$ cat config.mk
export PLATFORM = sky130hd
export DESIGN_NAME = load_store_unit_flat
export DESIGN_NICKNAME = d
export VERILOG_FILES = /design/src/rtl/lsu_pkg.sv /design/src/rtl/load_store_unit_if.sv /design/src/rtl/load_store_align.sv /design/src/rtl/load_store_unit.sv /design/src/flat_wrapper.sv
export SDC_FILE = /design/constraint.sdc
export NUM_CORES = 1
export LEC_CHECK = 0
export CAP_MARGIN = 10
export CELL_PAD_IN_SITES_DETAIL_PLACEMENT = 1
export CELL_PAD_IN_SITES_GLOBAL_PLACEMENT = 1
export CORE_UTILIZATION = 35
export DETAILED_ROUTE_END_ITERATION = 8
export PLACE_DENSITY = 0.78
export SLEW_MARGIN = 20
export SYNTH_ARGS = -nofsm -noshare
export SYNTH_HDL_FRONTEND = slang
export SYNTH_SLANG_ARGS = --single-unit
$ cat constraint.sdc
create_clock -name Clk -period 3.85 [get_ports Clk]
set_input_delay 0.77 -clock Clk [delete_from_list [all_inputs] [get_ports Clk]]
set_output_delay 0.77 -clock Clk [all_outputs]
set_load 0.01 [all_outputs]
$ cat src/rtl/lsu_pkg.sv
// Shared definitions for the load/store unit: access-size encodings, the
// controller state type and the alignment/legality check used at request
// acceptance.
package lsu_pkg;

    localparam logic [1:0] SZ_BYTE    = 2'b00;
    localparam logic [1:0] SZ_HALF    = 2'b01;
    localparam logic [1:0] SZ_WORD    = 2'b10;
    localparam logic [1:0] SZ_ILLEGAL = 2'b11;

    typedef enum logic [2:0] {
        IDLE,
        RD_ISSUE,
        RD_CAPTURE,
        WRITE,
        RESP
    } lsu_state_t;

    // 1 when the size code is legal and the byte offset is naturally aligned.
    function automatic logic lsu_access_ok(input logic [1:0] size,
                                           input logic [1:0] offset);
        logic ok;
        case (size)
            SZ_BYTE: ok = 1'b1;
            SZ_HALF: ok = (offset[0] == 1'b0);
            SZ_WORD: ok = (offset == 2'b00);
            default: ok = 1'b0;
        endcase
        return ok;
    endfunction

endpackage

$ cat src/rtl/load_store_unit_if.sv
// Bus bundle between the execute stage, the load/store unit and dataMemory.
//   req_*  : request from execute (valid/ready handshake)
//   resp_* : one-cycle completion pulse back to execute
//   mem_*  : word-wide strobes to dataMemory and its registered read data
// Modports: slave = the load/store unit, master = its surroundings.
interface load_store_unit_if #(
    parameter int ADDR_W = 32,
    parameter int DATA_W = 32
);

    logic              req_valid;
    logic              req_ready;
    logic              req_write;
    logic [1:0]        req_size;
    logic              req_signed;
    logic [ADDR_W-1:0] req_addr;
    logic [DATA_W-1:0] req_wdata;

    logic              resp_valid;
    logic [DATA_W-1:0] resp_rdata;
    logic              resp_err;

    logic [ADDR_W-1:0] mem_addr;
    logic [DATA_W-1:0] mem_writeData;
    logic              mem_memRead;
    logic              mem_memWrite;
    logic              mem_writeEnable;
    logic [DATA_W-1:0] mem_readData;

    modport slave (
        input  req_valid, req_write, req_size, req_signed, req_addr, req_wdata,
        output req_ready,
        output resp_valid, resp_rdata, resp_err,
        output mem_addr, mem_writeData, mem_memRead, mem_memWrite, mem_writeEnable,
        input  mem_readData
    );

    modport master (
        output req_valid, req_write, req_size, req_signed, req_addr, req_wdata,
        input  req_ready,
        input  resp_valid, resp_rdata, resp_err,
        input  mem_addr, mem_writeData, mem_memRead, mem_memWrite, mem_writeEnable,
        output mem_readData
    );

endinterface

$ cat src/rtl/load_store_align.sv
// Combinational lane logic for sub-word accesses (little-endian).
//   size, offset : access size code and byte offset within the word
//   is_signed    : sign-extend the extracted load field
//   old_word     : word as currently held in memory
//   wdata        : store data (byte/half taken from the low bits)
//   merged_word  : old_word with only the addressed lane(s) replaced
//   load_result  : addressed field, extended to 32 bits
module load_store_align
    import lsu_pkg::*;
(
    input  logic [1:0]  size,
    input  logic [1:0]  offset,
    input  logic        is_signed,
    input  logic [31:0] old_word,
    input  logic [31:0] wdata,
    output logic [31:0] merged_word,
    output logic [31:0] load_result
);

    logic [4:0]  byte_sh;
    logic [4:0]  half_sh;
    logic [7:0]  byte_f;
    logic [15:0] half_f;

    always_comb begin
        byte_sh = {offset, 3'b000};
        half_sh = {offset[1], 4'b0000};
        byte_f  = 8'(old_word >> byte_sh);
        half_f  = 16'(old_word >> half_sh);

        merged_word = wdata;
        load_result = old_word;

        case (size)
            SZ_BYTE: begin
                merged_word = (old_word & ~(32'h0000_00FF << byte_sh))
                            | ({24'h0, wdata[7:0]} << byte_sh);
                load_result = {{24{is_signed & byte_f[7]}}, byte_f};
            end
            SZ_HALF: begin
                merged_word = (old_word & ~(32'h0000_FFFF << half_sh))
                            | ({16'h0, wdata[15:0]} << half_sh);
                load_result = {{16{is_signed & half_f[15]}}, half_f};
            end
            default: ;
        endcase
    end

endmodule

$ cat src/rtl/load_store_unit.sv
// Byte-addressed load/store front end for dataMemory. Accepts one request at
// a time, converts the byte address to a word index, performs sub-word stores
// as read-modify-write and extracts/extends sub-word loads.
//   Clk : rising-edge clock
//   Rst : synchronous active-low reset (aborts any operation in flight)
//   bus : load_store_unit_if.slave - request, response and dataMemory signals
module load_store_unit
    import lsu_pkg::*;
#(
    parameter int ADDR_W = 32,
    parameter int DATA_W = 32
)(
    input  logic             Clk,
    input  logic             Rst,
    load_store_unit_if.slave bus
);

    lsu_state_t state, state_nxt;

    logic              r_write;
    logic [1:0]        r_size;
    logic              r_signed;
    logic [1:0]        r_offset;
    logic [DATA_W-1:0] r_wdata;

    logic [ADDR_W-1:0] mem_addr_q;
    logic [DATA_W-1:0] mem_wdata_q;
    logic [DATA_W-1:0] resp_rdata_q;
    logic              resp_err_q;

    logic [DATA_W-1:0] merged_word;
    logic [DATA_W-1:0] load_result;

    // mem_readData is the registered read issued in RD_ISSUE, so it is valid
    // throughout RD_CAPTURE and can feed the lane logic directly.
    load_store_align u_align (
        .size        (r_size),
        .offset      (r_offset),
        .is_signed   (r_signed),
        .old_word    (bus.mem_readData),
        .wdata       (r_wdata),
        .merged_word (merged_word),
        .load_result (load_result)
    );

    always_ff @(posedge Clk) begin
        if (!Rst) begin
            state        <= IDLE;
            r_write      <= 1'b0;
            r_size       <= SZ_BYTE;
            r_signed     <= 1'b0;
            r_offset     <= 2'b00;
            r_wdata      <= '0;
            mem_addr_q   <= '0;
            mem_wdata_q  <= '0;
            resp_rdata_q <= '0;
            resp_err_q   <= 1'b0;
        end else begin
            state <= state_nxt;
            case (state)
                IDLE: begin
                    if (bus.req_valid) begin
                        r_write      <= bus.req_write;
                        r_size       <= bus.req_size;
                        r_signed     <= bus.req_signed;
                        r_offset     <= bus.req_addr[1:0];
                        r_wdata      <= bus.req_wdata;
                        mem_addr_q   <= {2'b00, bus.req_addr[ADDR_W-1:2]};
                        // Word stores write this directly; sub-word stores
                        // overwrite it with the merged word before WRITE.
                        mem_wdata_q  <= bus.req_wdata;
                        resp_rdata_q <= '0;
                        resp_err_q   <= ~lsu_access_ok(bus.req_size, bus.req_addr[1:0]);
                    end
                end
                RD_CAPTURE: begin
                    if (r_write) begin
                        mem_wdata_q <= merged_word;
                    end else begin
                        resp_rdata_q <= load_result;
                    end
                end
                default: ;
            endcase
        end
    end

    always_comb begin
        state_nxt = state;
        case (state)
            IDLE: begin
                if (bus.req_valid) begin
                    if (!lsu_access_ok(bus.req_size, bus.req_addr[1:0])) begin
                        state_nxt = RESP;
                    end else if (bus.req_write && (bus.req_size == SZ_WORD)) begin
                        state_nxt = WRITE;
                    end else begin
                        state_nxt = RD_ISSUE;
                    end
                end
            end
            RD_ISSUE:   state_nxt = RD_CAPTURE;
            RD_CAPTURE: state_nxt = r_write ? WRITE : RESP;
            WRITE:      state_nxt = RESP;
            RESP:       state_nxt = IDLE;
            default:    state_nxt = IDLE;
        endcase
    end

    // Strobes decode from state alone; no path from req_* to mem_*.
    assign bus.req_ready       = (state == IDLE) && Rst;
    assign bus.resp_valid      = (state == RESP);
    assign bus.resp_rdata      = resp_rdata_q;
    assign bus.resp_err        = resp_err_q;
    assign bus.mem_addr        = mem_addr_q;
    assign bus.mem_writeData   = mem_wdata_q;
    assign bus.mem_memRead     = (state == RD_ISSUE) || (state == RD_CAPTURE);
    assign bus.mem_memWrite    = (state == WRITE);
    assign bus.mem_writeEnable = (state == WRITE);

endmodule

$ cat src/flat_wrapper.sv
// flat-port wrapper written by rule: the top's interface ports become plain ports
module load_store_unit_flat import lsu_pkg::*;
#(
    parameter int ADDR_W = 32,
    parameter int DATA_W = 32
)
  (Clk, Rst, bus_req_valid, bus_req_write, bus_req_size, bus_req_signed, bus_req_addr, bus_req_wdata, bus_req_ready, bus_resp_valid, bus_resp_rdata, bus_resp_err, bus_mem_addr, bus_mem_writeData, bus_mem_memRead, bus_mem_memWrite, bus_mem_writeEnable, bus_mem_readData);
  load_store_unit_if #(.ADDR_W(ADDR_W), .DATA_W(DATA_W)) bus_i ();
  input  logic Clk;
  input  logic Rst;
  input wire logic [$bits(bus_i.req_valid)-1:0] bus_req_valid;
  input wire logic [$bits(bus_i.req_write)-1:0] bus_req_write;
  input wire logic [$bits(bus_i.req_size)-1:0] bus_req_size;
  input wire logic [$bits(bus_i.req_signed)-1:0] bus_req_signed;
  input wire logic [$bits(bus_i.req_addr)-1:0] bus_req_addr;
  input wire logic [$bits(bus_i.req_wdata)-1:0] bus_req_wdata;
  output wire logic [$bits(bus_i.req_ready)-1:0] bus_req_ready;
  output wire logic [$bits(bus_i.resp_valid)-1:0] bus_resp_valid;
  output wire logic [$bits(bus_i.resp_rdata)-1:0] bus_resp_rdata;
  output wire logic [$bits(bus_i.resp_err)-1:0] bus_resp_err;
  output wire logic [$bits(bus_i.mem_addr)-1:0] bus_mem_addr;
  output wire logic [$bits(bus_i.mem_writeData)-1:0] bus_mem_writeData;
  output wire logic [$bits(bus_i.mem_memRead)-1:0] bus_mem_memRead;
  output wire logic [$bits(bus_i.mem_memWrite)-1:0] bus_mem_memWrite;
  output wire logic [$bits(bus_i.mem_writeEnable)-1:0] bus_mem_writeEnable;
  input wire logic [$bits(bus_i.mem_readData)-1:0] bus_mem_readData;
  assign bus_i.req_valid = bus_req_valid;
  assign bus_i.req_write = bus_req_write;
  assign bus_i.req_size = bus_req_size;
  assign bus_i.req_signed = bus_req_signed;
  assign bus_i.req_addr = bus_req_addr;
  assign bus_i.req_wdata = bus_req_wdata;
  assign bus_req_ready = bus_i.req_ready;
  assign bus_resp_valid = bus_i.resp_valid;
  assign bus_resp_rdata = bus_i.resp_rdata;
  assign bus_resp_err = bus_i.resp_err;
  assign bus_mem_addr = bus_i.mem_addr;
  assign bus_mem_writeData = bus_i.mem_writeData;
  assign bus_mem_memRead = bus_i.mem_memRead;
  assign bus_mem_memWrite = bus_i.mem_memWrite;
  assign bus_mem_writeEnable = bus_i.mem_writeEnable;
  assign bus_i.mem_readData = bus_mem_readData;
  load_store_unit #(.ADDR_W(ADDR_W), .DATA_W(DATA_W)) u_core (.Clk(Clk), .Rst(Rst), .bus(bus_i));
endmodule
## After elaboration in Yosys (flattened, before gate mapping)

Index checks and enable logic that the tools add are counted.

- Bitwise gates (word level): 10
- Reductions and logical operators: 11
- Shift operators: 6
- Equal/unequal tests: 10
- Multiplexer cells: 17

Operator list:

| kind | number |
|---|---|
| case mux 32 bit (2 select lines) | 4 |
| 2-to-1 mux 32 bit | 4 |
| bitwise AND 32 bit | 2 |
| inverter 32 bit | 2 |
| bitwise OR 32 bit | 2 |
| << shifter 16 x 5 -> 32 bit | 1 |
| << shifter 16 x 5 -> 32 bit, first input constant | 1 |
| << shifter 8 x 5 -> 32 bit | 1 |
| << shifter 8 x 5 -> 32 bit, first input constant | 1 |
| right shift 32 x 5 -> 16 bit | 1 |
| right shift 32 x 5 -> 8 bit | 1 |
| case mux 3 bit (4 select lines) | 1 |
| 2-to-1 mux 3 bit | 3 |
| equality test 3 x 2 -> 1 bit, second input constant | 2 |
| zero test 2 bit | 3 |
| AND reduction 3 bit | 2 |
| equality test 2 x 1 -> 1 bit, second input constant | 2 |
| != test 2 bit, second input constant | 2 |
| equality test 3 x 1 -> 1 bit, second input constant | 1 |
| equality test 3 bit, second input constant | 1 |
| zero test 3 bit | 1 |
| 2-to-1 mux 1 bit | 3 |
| case mux 1 bit (3 select lines) | 1 |
| bitwise AND 1 bit | 2 |
| other kinds (8) | 10 |

- Register bits after elaboration: 136

## Depth between registers and ports, before layout

Gate-level depths: netlist of the first run.

- Depth after elaboration: 7
- Gate-level depth with buffers: 7

## By module

From an unflattened synthesis of the first run, not the netlist that was laid out.

- Cells, all modules: 809
- Area, all modules: 6,952.9 µm²

Modules (own cells, without submodules):

| module | cells each | area an instance (µm²) | instances | seq. area each (µm²) |
|---|---|---|---|---|
| load_store_unit | 562 | 5,318.9 | 1 | 2,722.6 |
| load_store_align | 247 | 1,634.1 | 1 | 0.0 |

## Worst setup path after synthesis of the first run

No wires, ideal clock.

- Kind: input to output
- Start: in Rst
- End: out bus_req_ready
- Buffers on the path: 2
- Data arrival time: 1.391 ns
- Cell stages on the path: 3
- Setup slack: 1.689 ns
- Path through: buf_2 -> clkbuf_1 -> and3_1

- Cells in the longest elaborated chain, start to end: 1

RTL lines:

| element | RTL line | source |
|---|---|---|
| start, declared | flat_wrapper.sv:10 | `input logic Rst;` |
| logical AND 1 bit | load_store_unit.sv:111 | `assign bus.req_ready = (state == IDLE) && Rst;` |
| end, declared | flat_wrapper.sv:17 | `output wire logic [$bits(bus_i.req_ready)-1:0] bus_req_ready;` |

Every way passes these cells.

## Final worst setup path of the first run

- Start: reg u_core.state[1]
- End: out bus_mem_writeEnable

- Cells in the longest elaborated chain, start to end: 1

RTL lines:

| element | RTL line | source |
|---|---|---|
| start, declared | load_store_unit.sv:18 | `lsu_state_t state, state_nxt;` |
| start signal, assigned | load_store_unit.sv:59 | `state <= state_nxt;` |
| equality test 3 x 2 -> 1 bit | load_store_unit.sv:119 | `assign bus.mem_writeEnable = (state == WRITE);` |
| end, declared | flat_wrapper.sv:25 | `output wire logic [$bits(bus_i.mem_writeEnable)-1:0] bus_mem_writeEnable;` |

Every way passes these cells.

==> results of run 1 <==
where the power goes:
group / internal, mW / switching [mW] / total, mW / leakage [nW]
Clock: 1.09 / 0.639 / 1.73 / 0.302
Sequential: 1.51 / 0.0935 / 1.61 / 1.11
Combinational: 0.416 / 0.462 / 0.878 / 2.11
state kept, by name, summed over array words and instances, names as in the netlist:
| signal | count |
|---|---|
| u_core.r_wdata | 32 |
| u_core.r_signed | 1 |
| u_core.bus.resp_err | 1 |
| u_core.bus.mem_addr | 30 |
| u_core.r_write | 1 |
| u_core.r_size | 2 |
| u_core.r_offset | 2 |
| u_core.bus.resp_rdata | 32 |
| u_core.bus.mem_writeData | 32 |
| u_core.state | 3 |
layer usage:
metal / up-vias / global-route usage, % / part of all wire (%)
li1: 3116 / - / -
met4: 0 / 7.61 / 1.5
met3: 23 / 7.15 / 7.3
met5: - / 0 / 0
met2: 223 / 39.6 / 47
met1: 3200 / 31.4 / 45
cells in the final DEF (no fill, tap or decap), drive strengths merged, types with 7 or more instances in the layout:
| master | n |
|---|---|
| mux2 | 16 |
| clkdlybuf4s50 | 201 |
| buf | 22 |
| nor2 | 14 |
| clkbuf | 18 |
| dfxtp | 136 |
| a21boi | 72 |
| a32oi | 11 |
| a221oi | 16 |
| nand2b | 30 |
| o21a | 13 |
| o2bb2ai | 14 |
| a32o | 25 |
| a21oi | 12 |
| a221o | 16 |
| nor4 | 7 |
| o21ai | 47 |
| and2 | 8 |
| clkinv | 7 |
| o211ai | 11 |
| a31oi | 8 |
| mux2i | 26 |
| nand2 | 153 |
cell families (layout without fill, tap and decap cells):
kind of cell              count (synthesis)  in the layout  synth area share (%)
AOI/OAI and AO/OA                       269            269                  31.3
muxes                                    43             43                  6.82
DFF                                     136            136                  40.1
and+or+nand+nor                         232            232                  15.9
buffers and inverters                    79            257                  5.73
other                                     1              2                0.0552
xor gates and xnor gates                  1              1                 0.129
path summary, 6_finish.rpt:
kind	endpoint	cells after the start	slack (ns)
setup / recovery	bus_mem_writeEnable	3	1.04
hold / removal	u_core.bus.mem_addr[6]	2	0.46
setup reg to reg	u_core.bus.mem_writeData[24]	5	1.24
hold reg to reg	u_core.bus.mem_addr[6]	2	0.46
area by class of cell:
| type | count | area, um^2 | area share, % |
|---|---|---|---|
| Tap cell | 260 | 325 | 3.40 |
| Sequential cell | 136 | 2720 | 28.5 |
| Multi-Input combinational cell | 547 | 3700 | 38.7 |
| Clock buffer | 18 | 439 | 4.60 |
| Clock inverter | 12 | 178 | 1.86 |
| Inverter | 4 | 15.0 | 0.157 |
| Timing Repair Buffer | 223 | 2170 | 22.8 |
cells in the mapped netlist, drive strengths merged (8+ instances only):
library cell	n	share of area, %
nand2	153	8.5
dfxtp	136	40
a21boi	72	8.0
o21ai	47	3.5
clkbuf	41	2.3
buf	34	3.2
nand2b	30	2.9
mux2i	26	3.8
a32o	25	3.7
a221o	16	2.4
a221oi	16	3.2
mux2	16	2.7
nor2	14	0.81
o2bb2ai	14	1.8
o21a	13	1.4
a21oi	12	0.88
a32oi	11	1.4
o211ai	11	1.2
a31oi	8	0.74
and2	8	0.74
worst max-delay path: cells and delay by family (launching register included):
family / cells / cell delay, ns
AND/OR/NAND/NOR: 1 / 0.33
flip-flops: 1 / 0.51
buffers and inverters: 2 / 0.77
per-stage QoR:
stage / instance area, um^2 / hold WS [ns] / worst slack [ns] / std cells
after CTS: 9550 / 0.463 / 0.997 / 1200
after global placement: 8940 / 0.448 / 1.09 / 1170
after floorplan: 6790 / 0.440 / 1.69 / 762
after global routing: 9550 / 0.479 / 0.910 / 1200
after detailed placement: 8940 / 0.455 / 1.05 / 1170
final: 9550 / 0.459 / 1.04 / 1200
==> out/metrics.yaml, run 1 <==
sta:
  finalClockSkew_ns: 0.00663
  rsz0062_at_grt: "false"
  post-route-period-util_pct: 73.0
  relSlewSlack_pct: 29.3
  max_freq_mhz: 356
  final.min_clock_period_ns: 2.81
  maxSlewViolCount: 0
  finalHoldViolations: 0
  tns_ns: 0
  worstMarginPinSlew_ns: 1.06
  setup_viol: 0
detailed_routing:
  via_per_inst: 5.47
  wl_per_cell_um: 20.0
  drtIter0Drc: 449
  dr.pass1.iters: 5
  drc: 0
  ant_nets: 0
  routed_wl_um: 24100
  vias: 6562
cells_and_area:
  n_antenna_cell: 0
  fin_nets: 1032
  post-route-util_pct: 50.7
  nFillCells: 2174
  syn2layout_area_growth_pct: 40.7
  drive_above_1_share_pct: 10.3
clocking:
  cts.hold.buffers_added: 0
  clock_latency_ns: 0.43
  cts_tree: "yes"
  clk_pin_slew_ns: 0.06
  htree_levels: 4
  cts_sinks: 136
  numCtsBuffers: 17
  post_cts_resized: 0
  post-cts-setup-buffers: 0
  ctsRootBufferMaster: "clkbuf_16"
  clock_path_buffers: 2
floorplan:
  die_w_um: 141
  io-pin-count: 205
  num_rows: 50
  fp.dieH_um: 141
  initial_core_util_pct: 36.1
  core_area_um2: 18800
  die_area_um2: 20000
run:
  cap_violations: 0
grt:
  grt_start_max_net_pins: 58
  grt_pass1_wl_um: 37400
  antenna_found_initial: 0
  grt_usage_pct: 24.5
  first_global_vias: 6555
  grt_remaining_overflow: 0
synth:
  avgSynthCellArea_um2: 8.92
  synthFlopType: "dfxtp_1"
  ys_warn_count: 0
  seq_area_frac_synth_pct: 40.1
  syn_area_um2: 6790
  synth_edf_count: 0
  ys_ff_latch: 136
  synthArstFlopShare_pct: 0
  synth_cells: 761
  synth_cell_types: 56
setup_path:
  cp-end-kind: "output pin"
  startpoint_type: "register"
  cpMaxStageDelayCell: "clkdlybuf4s50_1"
  startpoint: "u_core.state[1]"
  critPathArrivalTime_ns: 2.04
  required_ns: 3.08
  r2r_start: "u_core.state[1]"
  cp_max_fo: 10
  crit_chain: "inv_1 > nor3b_1 > clkdlybuf4s50_1"
  crit_type: "register to output pin"
  slowest_delay_ns: 0.60
placement:
  port_buffers: 202
  gp_congestion: 0.790
  dp_hpwl_um: 16800
power_and_ir_drop:
  total_power_mw: 4.22
  powerDensity_nw_per_um2: 441
  ir_worst_vdd_v: 0.000337
  leakagePower_nw: 3.53
hold_path:
  hold_path_class: "register to register"
  min_from: "u_core.bus.mem_addr[6]"
outcome:
  status: "complete, no violations"
Note: power is estimated with default switching activity, not from simulation.
==> run 2: changes to the inputs <==
Clock period 3.85 ns to 2.85 ns, I/O delays scaled along.
==> run 2 against run 1 <==
  * Utilization fell by 0.12 points
  * Largest power group is now registers
  * Via count rose by 1.1%
  * Sequential share of layout area rose by 0.067 points
  * Combinational power rose by 37%
  * Register-to-register slack got worse by 0.64 ns
  * Die area did not move
  * Non-clock buffer count rose by 4
  * Final area fell by 0.24%
  * Clock-buffer cell count rose by 3
  * Worst hold slack barely moved
  * Critical path depth did not move
  * Critical path type unchanged
  * Sequential cell count did not move
==> out/metrics.yaml, run 2 (same netlist as run 1, synthesis figures left out) <==
outcome:
  status: "complete, no violations"
floorplan:
  die_w_um: 141
  io-pin-count: 205
  num_rows: 50
  die_area_um2: 20000
  initial_core_util_pct: 36.1
  fp.dieH_um: 141
  core_area_um2: 18800
grt:
  grt_remaining_overflow: 0
  first_global_vias: 6596
  antenna_found_initial: 0
  grt_usage_pct: 24.2
  grt_pass1_wl_um: 37400
  grt_start_max_net_pins: 57
clocking:
  post_cts_resized: 0
  cts.hold.buffers_added: 0
  cts_sinks: 136
  clock_path_buffers: 2
  clk_pin_slew_ns: 0.06
  ctsRootBufferMaster: "clkbuf_16"
  numCtsBuffers: 17
  post-cts-setup-buffers: 0
  htree_levels: 4
  cts_tree: "yes"
  clock_latency_ns: 0.42
setup_path:
  required_ns: 2.28
  crit_type: "register to output pin"
  critPathArrivalTime_ns: 2.03
  crit_chain: "inv_1 > nor3b_1 > clkdlybuf4s50_1"
  rr_endpoint: "u_core.bus.mem_writeData[15]"
  slowest_delay_ns: 0.61
  cp_max_fo: 10
  rrSetupSlack_ns: 0.60
  cpMaxStageDelayCell: "clkdlybuf4s50_1"
  critPathBufInv: 2
  startpoint_type: "register"
  reg2reg_depth: 5
  cpLargestDelayFamily: "buffers and inverters"
  cp-end-kind: "output pin"
  r2r_start: "u_core.r_size[1]"
cells_and_area:
  nFillCells: 2132
  n_antenna_cell: 0
  drive_above_1_share_pct: 10.6
  mostFrequentLayoutCells: "201 x clkdlybuf4s50_1, 152 x nand2_1, 135 x dfxtp_1"
  final_common_cell: "clkdlybuf4s50_1"
  syn2layout_area_growth_pct: 40.4
  fin_nets: 1036
hold_path:
  min_to: "u_core.bus.mem_addr[8]"
  hold_path_class: "register to register"
  hold_depth: 2
  min_from: "u_core.bus.mem_addr[8]"
detailed_routing:
  vias: 6632
  dr.pass1.iters: 4
  ant_nets: 0
  via_per_inst: 5.50
  drc: 0
  wl_per_cell_um: 19.8
  routed_wl_um: 23900
  drtIter0Drc: 481
power_and_ir_drop:
  ir_worst_vdd_v: 0.000436
  total_power_mw: 5.47
  leakagePower_nw: 3.52
  powerDensity_nw_per_um2: 574
sta:
  finalHoldViolations: 0
  rsz0062_at_grt: "false"
  tns_ns: 0
  relSlewSlack_pct: 26.4
  finalClockSkew_ns: 0.00793
  maxSlewViolCount: 0
  max_freq_mhz: 385
  post-route-period-util_pct: 91.2
  final.min_clock_period_ns: 2.60
  setup_viol: 0
  worstMarginPinSlew_ns: 1.10
placement:
  port_buffers: 202
  dp_hpwl_um: 17000
  gp_congestion: 0.804
run:
  cap_violations: 0
-- run 2: cell types whose count changed in the layout (fill, tap and decap cells not counted), sizes merged --
cell | before | now
buf | 22 | 26
bufinv | 4 | 1
clkbuf | 18 | 21
clkinv | 7 | 9
-- run 2: worst min-delay path: cells and delay by family (launching register included) --
kind	cells	cell delay, ns
DFF	1	0.31
AOI/OAI and AO/OA	1	0.06
and+or+nand+nor	1	0.04
-- run 2: final cells by class --
type	count	area [um^2]	area share [%]
clock buffer	21	450	4.73
clock inverter	11	101	1.06
inverter	4	15.0	0.158
multi-input combinational	547	3700	38.8
sequential	136	2720	28.6
tap	260	325	3.41
timing repair buffer	227	2220	23.3
-- run 2: power by group --
group,switching (mW),internal (mW)
Clock,0.878,1.22
Sequential,0.126,2.04
Combinational,0.624,0.571
-- run 2: metal layers --
layer	wire (um)	global-route usage, %	vias up
li1	-	-	3122
met1	11000	32.1	3257
met2	11000	38.8	230
met3	1580	6.58	23
met4	320	5.72	0
met5	0	0	-
-- run 2: per-stage QoR --
stage	utilization, %	setup slack, ns	hold WS, ns	instance area (um^2)	std cells
final	50.6	0.251	0.459	9530	1206
after CTS	50.6	0.220	0.465	9530	1206
after detailed placement	47.7	0.215	0.449	8980	1174
after global placement	47.7	0.288	0.447	8980	1174
after global routing	50.6	0.0962	0.471	9530	1206
after floorplan	-	1.08	0.440	6790	762
-- run 2: worst max path at each step --
| stage | startpoint | end | cells after the start | slack [ns] |
|---|---|---|---|---|
| 2_1_floorplan | Rst | u_core.bus.resp_rdata[28] | 6 | 1.08 |
| 3_3_place_gp | bus_mem_readData[15] | u_core.bus.resp_rdata[31] | 5 | 0.29 |
| 3_5_place_dp | bus_mem_readData[15] | u_core.bus.resp_rdata[26] | 5 | 0.21 |
| 4_1_cts | u_core.state[1] | bus_mem_writeEnable | 3 | 0.22 |
| 5_1_grt | u_core.state[1] | bus_mem_writeEnable | 3 | 0.1 |
| 6_report | u_core.state[1] | bus_mem_writeEnable | 3 | 0.25 |
